### config.mk
export PLATFORM = sky130hd
export DESIGN_NAME = tmds_encoder_mc
export DESIGN_NICKNAME = d
export VERILOG_FILES = /design/src/rtl/tmds_pkg.sv /design/src/rtl/tmds_channel_enc.sv /design/src/rtl/tmds_encoder_mc.sv
export SDC_FILE = /design/constraint.sdc
export NUM_CORES = 1
export LEC_CHECK = 0
export ABC_AREA = 1
export ABC_CLOCK_PERIOD_IN_PS = 4300
export CORE_MARGIN = 5
export CORE_UTILIZATION = 62
export DETAILED_ROUTE_END_ITERATION = 8
export HOLD_SLACK_MARGIN = 0.1
export PLACE_DENSITY = 0.83
export SETUP_SLACK_MARGIN = 0.2
export SLEW_MARGIN = 20
export SYNTH_ARGS = -nofsm -noshare
export SYNTH_HDL_FRONTEND = slang
export SYNTH_HIERARCHICAL = 1
export SYNTH_SLANG_ARGS = --single-unit
### constraint.sdc
create_clock -name clk -period 4.3 [get_ports clk]
set_input_delay 0.86 -clock clk [delete_from_list [all_inputs] [get_ports clk]]
set_output_delay 0.86 -clock clk [all_outputs]
set_load 0.05 [all_outputs]
### src/rtl/tmds_pkg.sv
// Shared constants for the multi-channel TMDS encoder: period modes, control,
// guard-band and TERC4 symbol tables. TERC4 table exists only with TMDS_TERC4_EN.
package tmds_pkg;

  localparam logic [1:0] MODE_CTRL  = 2'd0;
  localparam logic [1:0] MODE_VIDEO = 2'd1;
  localparam logic [1:0] MODE_VGB   = 2'd2;
  localparam logic [1:0] MODE_DATA  = 2'd3;

  localparam logic [9:0] RST_CODE = 10'b1101010100;

  // Indexed by cd; highest index listed first.
  localparam logic [3:0][9:0] CTRL_CODE = {
    10'b1010101011, 10'b0101010100, 10'b0010101011, 10'b1101010100
  };

  // Indexed by channel index mod 3.
  localparam logic [2:0][9:0] GB_CODE = {
    10'b1011001100, 10'b0100110011, 10'b1011001100
  };

`ifdef TMDS_TERC4_EN
  localparam logic [15:0][9:0] TERC4_CODE = {
    10'b1011000011, 10'b0101100011, 10'b1001110001, 10'b1010001110,
    10'b1011000110, 10'b0110011100, 10'b0100111001, 10'b1011001100,
    10'b0100111100, 10'b0110001110, 10'b0100011110, 10'b0101110001,
    10'b1011100010, 10'b1011100100, 10'b1001100011, 10'b1010011100
  };
`endif

  function automatic logic [3:0] ones8(input logic [7:0] v);
    logic [3:0] n;
    n = '0;
    for (int i = 0; i < 8; i++) n = n + {3'b000, v[i]};
    return n;
  endfunction

endpackage

### src/rtl/tmds_channel_enc.sv
// One TMDS channel: stage 1 builds q_m and the non-video code, stage 2 picks
// the output symbol and tracks the signed running disparity.
module tmds_channel_enc
  import tmds_pkg::*;
#(
  parameter int CNT_W  = 5,
  parameter int CH_IDX = 0
) (
  input  logic       clk,
  input  logic       rst_n,
  input  logic [1:0] mode,
  input  logic [7:0] vd,
  input  logic [1:0] cd,
  input  logic [3:0] td,
  output logic [9:0] tmds
);

  localparam logic [9:0] GB = GB_CODE[CH_IDX % 3];

  logic [3:0] n1_in;
  logic       use_xnor;
  logic [8:0] qm;
  logic [9:0] code_in;

  logic [1:0] s1_mode;
  logic [8:0] s1_qm;
  logic [3:0] s1_n1;
  logic [9:0] s1_code;

  logic signed [CNT_W-1:0] cnt, nxt_cnt, diff, two_q8, two_nq8;
  logic [9:0] vid_out;
  logic       q8, cnt_pos, cnt_neg, d_pos, d_neg;

  always_comb begin
    n1_in    = ones8(vd);
    use_xnor = (n1_in > 4'd4) || (n1_in == 4'd4 && !vd[0]);
    qm       = '0;
    qm[0]    = vd[0];
    for (int i = 1; i < 8; i++)
      qm[i] = use_xnor ? ~(qm[i-1] ^ vd[i]) : (qm[i-1] ^ vd[i]);
    qm[8] = ~use_xnor;
  end

  always_comb begin
    code_in = CTRL_CODE[cd];
    case (mode)
      MODE_VGB:  code_in = GB;
`ifdef TMDS_TERC4_EN
      MODE_DATA: code_in = TERC4_CODE[td];
`endif
      default:   code_in = CTRL_CODE[cd];
    endcase
  end

`ifndef TMDS_TERC4_EN
  logic unused_td;
  assign unused_td = ^td;
`endif

  always_ff @(posedge clk or negedge rst_n) begin
    if (!rst_n) begin
      s1_mode <= MODE_CTRL;
      s1_qm   <= '0;
      s1_n1   <= '0;
      s1_code <= RST_CODE;
    end else begin
      s1_mode <= mode;
      s1_qm   <= qm;
      s1_n1   <= ones8(qm[7:0]);
      s1_code <= code_in;
    end
  end

  // diff = N1 - N0 of q_m[7:0] = 2*N1 - 8, kept in counter width
  always_comb begin
    q8      = s1_qm[8];
    diff    = CNT_W'({s1_n1, 1'b0}) - CNT_W'(4'd8);
    two_q8  = q8 ? CNT_W'(2) : '0;
    two_nq8 = q8 ? '0 : CNT_W'(2);
    cnt_neg = cnt[CNT_W-1];
    cnt_pos = !cnt[CNT_W-1] && (cnt != '0);
    d_neg   = diff[CNT_W-1];
    d_pos   = !diff[CNT_W-1] && (diff != '0);
    if (cnt == '0 || diff == '0) begin
      vid_out = {~q8, q8, q8 ? s1_qm[7:0] : ~s1_qm[7:0]};
      nxt_cnt = q8 ? (cnt + diff) : (cnt - diff);
    end else if ((cnt_pos && d_pos) || (cnt_neg && d_neg)) begin
      vid_out = {1'b1, q8, ~s1_qm[7:0]};
      nxt_cnt = cnt + two_q8 - diff;
    end else begin
      vid_out = {1'b0, q8, s1_qm[7:0]};
      nxt_cnt = cnt - two_nq8 + diff;
    end
  end

  always_ff @(posedge clk or negedge rst_n) begin
    if (!rst_n) begin
      tmds <= RST_CODE;
      cnt  <= '0;
    end else if (s1_mode == MODE_VIDEO) begin
      tmds <= vid_out;
      cnt  <= nxt_cnt;
    end else begin
      tmds <= s1_code;
      cnt  <= '0;
    end
  end

endmodule

### src/rtl/tmds_encoder_mc.sv
// Multi-channel TMDS encoder, fixed 2-cycle latency. Define TMDS_TERC4_EN to
// enable TERC4 coding in DATA mode; otherwise DATA encodes like CTRL.
module tmds_encoder_mc
  import tmds_pkg::*;
#(
  parameter int CHANNELS = 3,
  parameter int CNT_W    = 5
) (
  input  logic                  clk,
  input  logic                  rst_n,
  input  logic [1:0]            mode,
  input  logic [CHANNELS*8-1:0] vd,
  input  logic [CHANNELS*2-1:0] cd,
  input  logic [CHANNELS*4-1:0] td,
  output logic [CHANNELS*10-1:0] tmds,
  output logic                  tmds_valid
);

  localparam int STAGES = 2;

  logic [STAGES-1:0] vld_pipe;

  always_ff @(posedge clk or negedge rst_n) begin
    if (!rst_n) vld_pipe <= '0;
    else        vld_pipe <= {vld_pipe[STAGES-2:0], 1'b1};
  end

  assign tmds_valid = vld_pipe[STAGES-1];

  for (genvar i = 0; i < CHANNELS; i++) begin : g_ch
    tmds_channel_enc #(
      .CNT_W  (CNT_W),
      .CH_IDX (i)
    ) u_enc (
      .clk   (clk),
      .rst_n (rst_n),
      .mode  (mode),
      .vd    (vd[8*i +: 8]),
      .cd    (cd[2*i +: 2]),
      .td    (td[4*i +: 4]),
      .tmds  (tmds[10*i +: 10])
    );
  end

endmodule

==> out/results.ini, run 1 <==
[outcome]
outcome = finished, violations left
violations = setup timing

[logic_synthesis]
synth_flop_cell = dfrtp_1
async_flop_share = 1.00
yosysWarnings = 6
synthTopCellsByArea = dfrtp_1 (28%), ha_1 (11%), fa_1 (11%)
syn_inst = 820
syn-num-nets = 968
synth_edf_count = 0
synth_seq_cells = 104
synth.distinct_cells = 33
synth-seq-area-share = 0.362
syn-mean-instance-area_um2 = 8.86
synthesis.area_um2 = 7260
synth_top_area_share = 0.276
yosysTopAreaCell = dfrtp_1

[die]
die_x_um = 118
die_area_um2 = 14000
die_h_um = 118
core_area_um2 = 11500
initial_utilization = 0.633
num_io_pins = 77
row_count = 39

[place]
dpl.hpwl_um = 13100
dp_cells = 1103
post_dp_cell_area_um2 = 8740
place_ws_ps = -2410
io_buffers = 64
gp_congestion = 0.922

[cells_and_area]
drive_gt1_frac = 0.320
layout.cells.non_filler = 1156
multiInputGateArea_um2 = 4310
final_nets = 1156
n_antenna_cell = 0
fin_util = 0.852
ff_latch_area_um2 = 2630
final_cell_area_um2 = 9770
final_cell_mix = nand2_1 (159), inv_1 (133), buf_4 (97)
layout_commonest_cell = nand2_1
nFillCells = 526
syn_to_final_growth_pct = 34.5

[grt]
grt_max_degree = 78
grt_usage = 0.269
grt_antenna_before_repair = 0
grt_pass1_vias = 6645
grt_first_pass_wirelength_um = 31000
grt_overflow_total = 0

[clocking]
root_buffer = clkbuf_16
clk_pin_slew_worst_paths_ps = 80
cts_buffer_depth = 2
cts_inserted_buffers = 9
clkSinkCount = 104
htreeDepth = 3
clock_latency_ps = 370
cts_tree = done

[power]
powerDensity_nw_per_um2 = 860
power_mw = 8.40
peakVddDrop_uv = 705
leakage_nw = 5.11

[setup_path]
crit_type = in2reg
cpPeakStageDelay_ps = 510
path_common_cell = buf_6
critPathRequiredTime_ps = 4570
cp-end-kind = register
critPathMaxFanout = 3
cp-start-kind = primary input
crit_slowest_cell = fa_1
r2r_cells = 12
arrival_ps = 6280

[sta]
fmax_mhz = 166
setup_viol = 16
slew_viol_final = 0
finalClockSkew_ps = 9.25
hold_viol = 0
hold-worst-slack_ps = 351
timing.final.ws_setup_ps = -1710
period_share = 1.40
worst_pin_slew_ps = 959
period_minus_slack_ps = 6010
rsz0062_at_grt = yes
slew_headroom = 0.358
tns_ps = -17690

[route]
vias_per_cell = 5.68
vias = 6561
route.detailed.wl_per_inst_um = 19.0
routed_wl_um = 21900
drt-initial-drc-count = 576
first_pass_iters = 6
drc_errors = 0
ant_nets = 0

[min_path]
min_path_cells = 0
hp-class = reg2reg

[run]
maxCapViolations = 0

-- routing by layer --
layer  wire (um)  share of wire  GRT usage  vias to the layer above
met4        1350          0.062      0.115                        0
li1            -              -          -                     2888
met5           0              0          0                        -
met1        7660           0.35      0.304                     3233
met2       11700           0.54      0.504                      324
met3        1180          0.054     0.0392                      116
-- synth_stat cells (2+ instances only) --
| cell type | instances |
|---|---|
| nand3_1 | 48 |
| inv_1 | 158 |
| o211ai_1 | 3 |
| dfstp_2 | 24 |
| xnor2_1 | 20 |
| nand3_2 | 12 |
| nand2_4 | 8 |
| clkbuf_1 | 3 |
| nor3_1 | 2 |
| nand2_1 | 178 |
| o21ai_4 | 3 |
| a21o_1 | 3 |
| o21ai_0 | 35 |
| dfrtp_1 | 80 |
| o21ai_2 | 12 |
| xor2_1 | 24 |
| a21oi_1 | 17 |
| nand2_2 | 26 |
| nor2_1 | 36 |
| ha_1 | 63 |
| inv_2 | 12 |
| fa_1 | 39 |
| a211oi_1 | 2 |
| a21oi_4 | 2 |
| buf_6 | 2 |
-- worst max-delay path: cells and delay by family --
family          cells  cell delay [ps]
compound gates      1              160
simple gates        9              780
fa+ha+maj           8             3110
buf+inv            15             1320
-- sequential cells by signal, summed over array words and instances, names as in the netlist --
| signal | cells |
|---|---|
| g_ch.u_enc/s1_n1 | 12 |
| g_ch.u_enc/tmds | 30 |
| g_ch.u_enc/s1_qm | 27 |
| g_ch.u_enc/s1_mode | 6 |
| g_ch.u_enc/s1_code | 15 |
| g_ch.u_enc/cnt | 12 |
| vld_pipe | 2 |
-- final timing paths --
check / start / end / slack (ps)
worst max register to register: g_ch[0].u_enc/s1_qm[8] / g_ch[0].u_enc/cnt[4] / 1760
min in group asynchronous: rst_n / g_ch[0].u_enc/tmds[3] / 650
worst min register to register: vld_pipe[0] / vld_pipe[1] / 350
max in group asynchronous: rst_n / g_ch[2].u_enc/s1_code[6] / 2790
worst max-delay path: vd[8] / g_ch[1].u_enc/s1_n1[1] / -1710
worst min-delay path: vld_pipe[0] / vld_pipe[1] / 350
-- area by class of cell --
cell class                 count  share of cell area
multi-input combinational    539               0.442
tap                          143              0.0183
inverter                     171              0.0701
timing repair buffer         183               0.167
clock buffer                  11              0.0249
sequential                   104               0.270
clock inverter                 5             0.00884
-- repair_timing --
action	4_1_cts	5_1_grt
gates cloned	0	0
endpoints found under the setup margin	23	19
hold buffers	0	0
resized for setup	96	62
pin swaps	57	70
hold endpoints to repair	0	0
setup buffers	13	24
-- cells by family (layout without fill, tap and decap cells) --
group | Yosys count | count (layout) | share of synthesized area
and+or+nand+nor | 311 | 311 | 0.199
xor gates and xnor gates | 45 | 45 | 0.0553
buffers and inverters | 177 | 370 | 0.0944
other | 1 | 1 | 0.000516
adders and majority gates | 102 | 102 | 0.216
DFF | 104 | 104 | 0.362
AOI/OAI and AO/OA | 80 | 80 | 0.0725
-- where the power goes --
group	leakage, nW	internal, mW	switching, mW
clock network	0.161	0.532	0.393
registers	1.22	1.30	0.198
logic	3.73	2.50	3.48
No activity file was read; power rests on OpenSTA's default activity.
==> run 2: changes to the inputs <==
Settings changed: CORE_UTILIZATION 62 to 65, DONT_BUFFER_PORTS set to 1, PLACE_DENSITY 0.83 to 0.78.
==> run 2 against run 1 <==
- die area is 4.2% lower
- critical path depth is 12 lower
- critical path type unchanged
- the flow still finishes with violations (setup timing)
- highest routed layer unchanged
- routed wire length is 30% lower
==> out/results.ini, run 2 (synthesis results as in run 1) <==
[clocking]
cts_buffer_depth = 2  ; unchanged
clk_pin_slew_worst_paths_ps = 110  ; +30 ps
clock_latency_ps = 380  ; about the same
clkSinkCount = 104  ; unchanged
root_buffer = clkbuf_8
cts_tree = done
htreeDepth = 3  ; unchanged
cts_inserted_buffers = 9  ; unchanged

[setup_path]
critPathTopFamily = adder cells
crit_type = in2reg
critPathRequiredTime_ps = 4590  ; +20 ps
crit_chain = inv_12 > fa_1 > fa_1 > fa_1 > inv_1 > ha_2 > fa_2 > nor2_2 > nand2_2 > nand2_2 > nand2_4 > xor2_2 > inv_1 > fa_1 > fa_1 > fa_1 > inv_2 > ha_4 > inv_2 > fa_2 > inv_1
critPathMaxFanout = 4  ; +1
arrival_ps = 5890  ; -390 ps
worstSetupPathDepth = 21  ; -36%
cp-start-kind = primary input
r2r_cells = 7  ; -5
crit_slowest_cell = fa_1
cpPeakStageDelay_ps = 550  ; +40 ps
cp-end-kind = register
path_buf_inv = 6  ; -9
path_common_cell = fa_1

[run]
maxCapViolations = 0  ; unchanged

[power]
leakage_nw = 4.39  ; -14%
peakVddDrop_uv = 551  ; -22%
powerDensity_nw_per_um2 = 848  ; -1.4%
power_mw = 6.96  ; -17%

[cells_and_area]
layout_commonest_cell = nand2_1
regMostFlops = g_ch.u_enc/tmds
largest_reg_flops = 30  ; unchanged
reg_top3 = g_ch.u_enc/tmds x30, g_ch.u_enc/s1_qm x27, g_ch.u_enc/s1_code x15
n_antenna_cell = 0  ; unchanged
final_cell_mix = nand2_1 (168), inv_1 (145), dfrtp_1 (80)
final_cell_area_um2 = 8200  ; -16%
final_nets = 1028  ; -11%
drive_gt1_frac = 0.242  ; -0.0780
nFillCells = 762  ; +45%
syn_to_final_growth_pct = 12.9

[die]
row_count = 38  ; -2.6%
die_x_um = 116  ; -2.1%
die_h_um = 116  ; -2.1%
die_area_um2 = 13400  ; -4.2%
num_io_pins = 77  ; unchanged
core_area_um2 = 10900  ; -5.1%
initial_utilization = 0.667  ; +0.0337

[sta]
worst_pin_slew_ps = 1000  ; +43.5 ps
fmax_mhz = 179  ; +7.4%
period_share = 1.30  ; -0.0968
finalClockSkew_ps = 14.9  ; +5.65 ps
rsz0062_at_grt = yes
setup_viol = 12  ; -4
slew_headroom = 0.329  ; -0.0291
timing.final.ws_setup_ps = -1300  ; +416 ps
hold_viol = 0  ; unchanged
hold-worst-slack_ps = 175  ; -175 ps
period_minus_slack_ps = 5600  ; -416 ps
slew_viol_final = 0  ; unchanged
tns_ps = -12830  ; +4860 ps

[route]
drt-initial-drc-count = 272  ; -53%
drc_errors = 0  ; unchanged
ant_nets = 0  ; unchanged
vias_per_cell = 5.32  ; -6.2%
route.detailed.wl_per_inst_um = 14.9  ; -21%
routed_wl_um = 15300  ; -30%
vias = 5454  ; -17%
first_pass_iters = 5  ; -1

[grt]
grt_antenna_before_repair = 0  ; unchanged
grt_pass1_vias = 5782  ; -13%
grt_max_degree = 105  ; +35%
grt_first_pass_wirelength_um = 25700  ; -17%
grt_usage = 0.241  ; -0.0279
grt_overflow_total = 0  ; unchanged

[place]
dpl.hpwl_um = 11900  ; -8.9%
io_buffers = 0  ; -100%
post_dp_cell_area_um2 = 7810  ; -11%
gp_congestion = 0.882  ; -4.4%

[min_path]
hp-class = in2async

[outcome]
outcome = finished, violations left
violations = setup timing

==> run 2: path summary, 6_finish.rpt <==
check / startpoint / to / slack, ps
max in group asynchronous: rst_n / g_ch[0].u_enc/tmds[8] / 3890
min reg2reg: vld_pipe[0] / vld_pipe[1] / 360
max: vd[16] / g_ch[2].u_enc/s1_n1[1] / -1300
min in group clk: vld_pipe[0] / vld_pipe[1] / 360
min: rst_n / g_ch[1].u_enc/s1_qm[0] / 180
max reg2reg: g_ch[2].u_enc/s1_qm[8] / g_ch[2].u_enc/cnt[2] / 2020
==> run 2: through the flow <==
stage	setup slack, ps	std cells	util
floorplan	-1490	820	-
global placement	-1610	998	0.718
detailed placement	-1770	998	0.718
CTS	-1220	1022	0.747
global route	-1430	1025	0.753
finish	-1300	1025	0.753
==> run 2: area by class of cell <==
type	instances	area (um2)	share of cell area
inverters	171	677	0.0826
flip-flops and latches	104	2630	0.321
clock inverters	7	62.6	0.00763
clock buffers	9	124	0.0151
repair buffers	55	420	0.0513
multi-input cells	539	4110	0.501
well taps	140	175	0.0214
==> run 2: timing repair <==
| action | in CTS | in global routing |
|---|---|---|
| buffers inserted | 8 | 3 |
| endpoints found under the hold margin | 0 | 0 |
| hold buffers | 0 | 0 |
| endpoints found under the setup margin | 12 | 13 |
| gates resized for setup | 20 | 13 |
| pin swaps | 8 | 8 |
==> run 2: where the power goes <==
group | internal, mW | total [mW] | switching, mW
sequential | 1.31 | 1.78 | 0.476
clock | 0.223 | 0.589 | 0.366
combinational | 2.02 | 4.58 | 2.57
total | 3.55 | 6.96 | 3.41
==> run 2: routing by layer <==
metal | up-vias | wire length [um] | GRT usage
li1 | 2629 | - | -
met1 | 2671 | 6050 | 0.288
met2 | 129 | 8310 | 0.444
met3 | 25 | 662 | 0.0465
met4 | 0 | 282 | 0.0696
met5 | - | 0 | 0
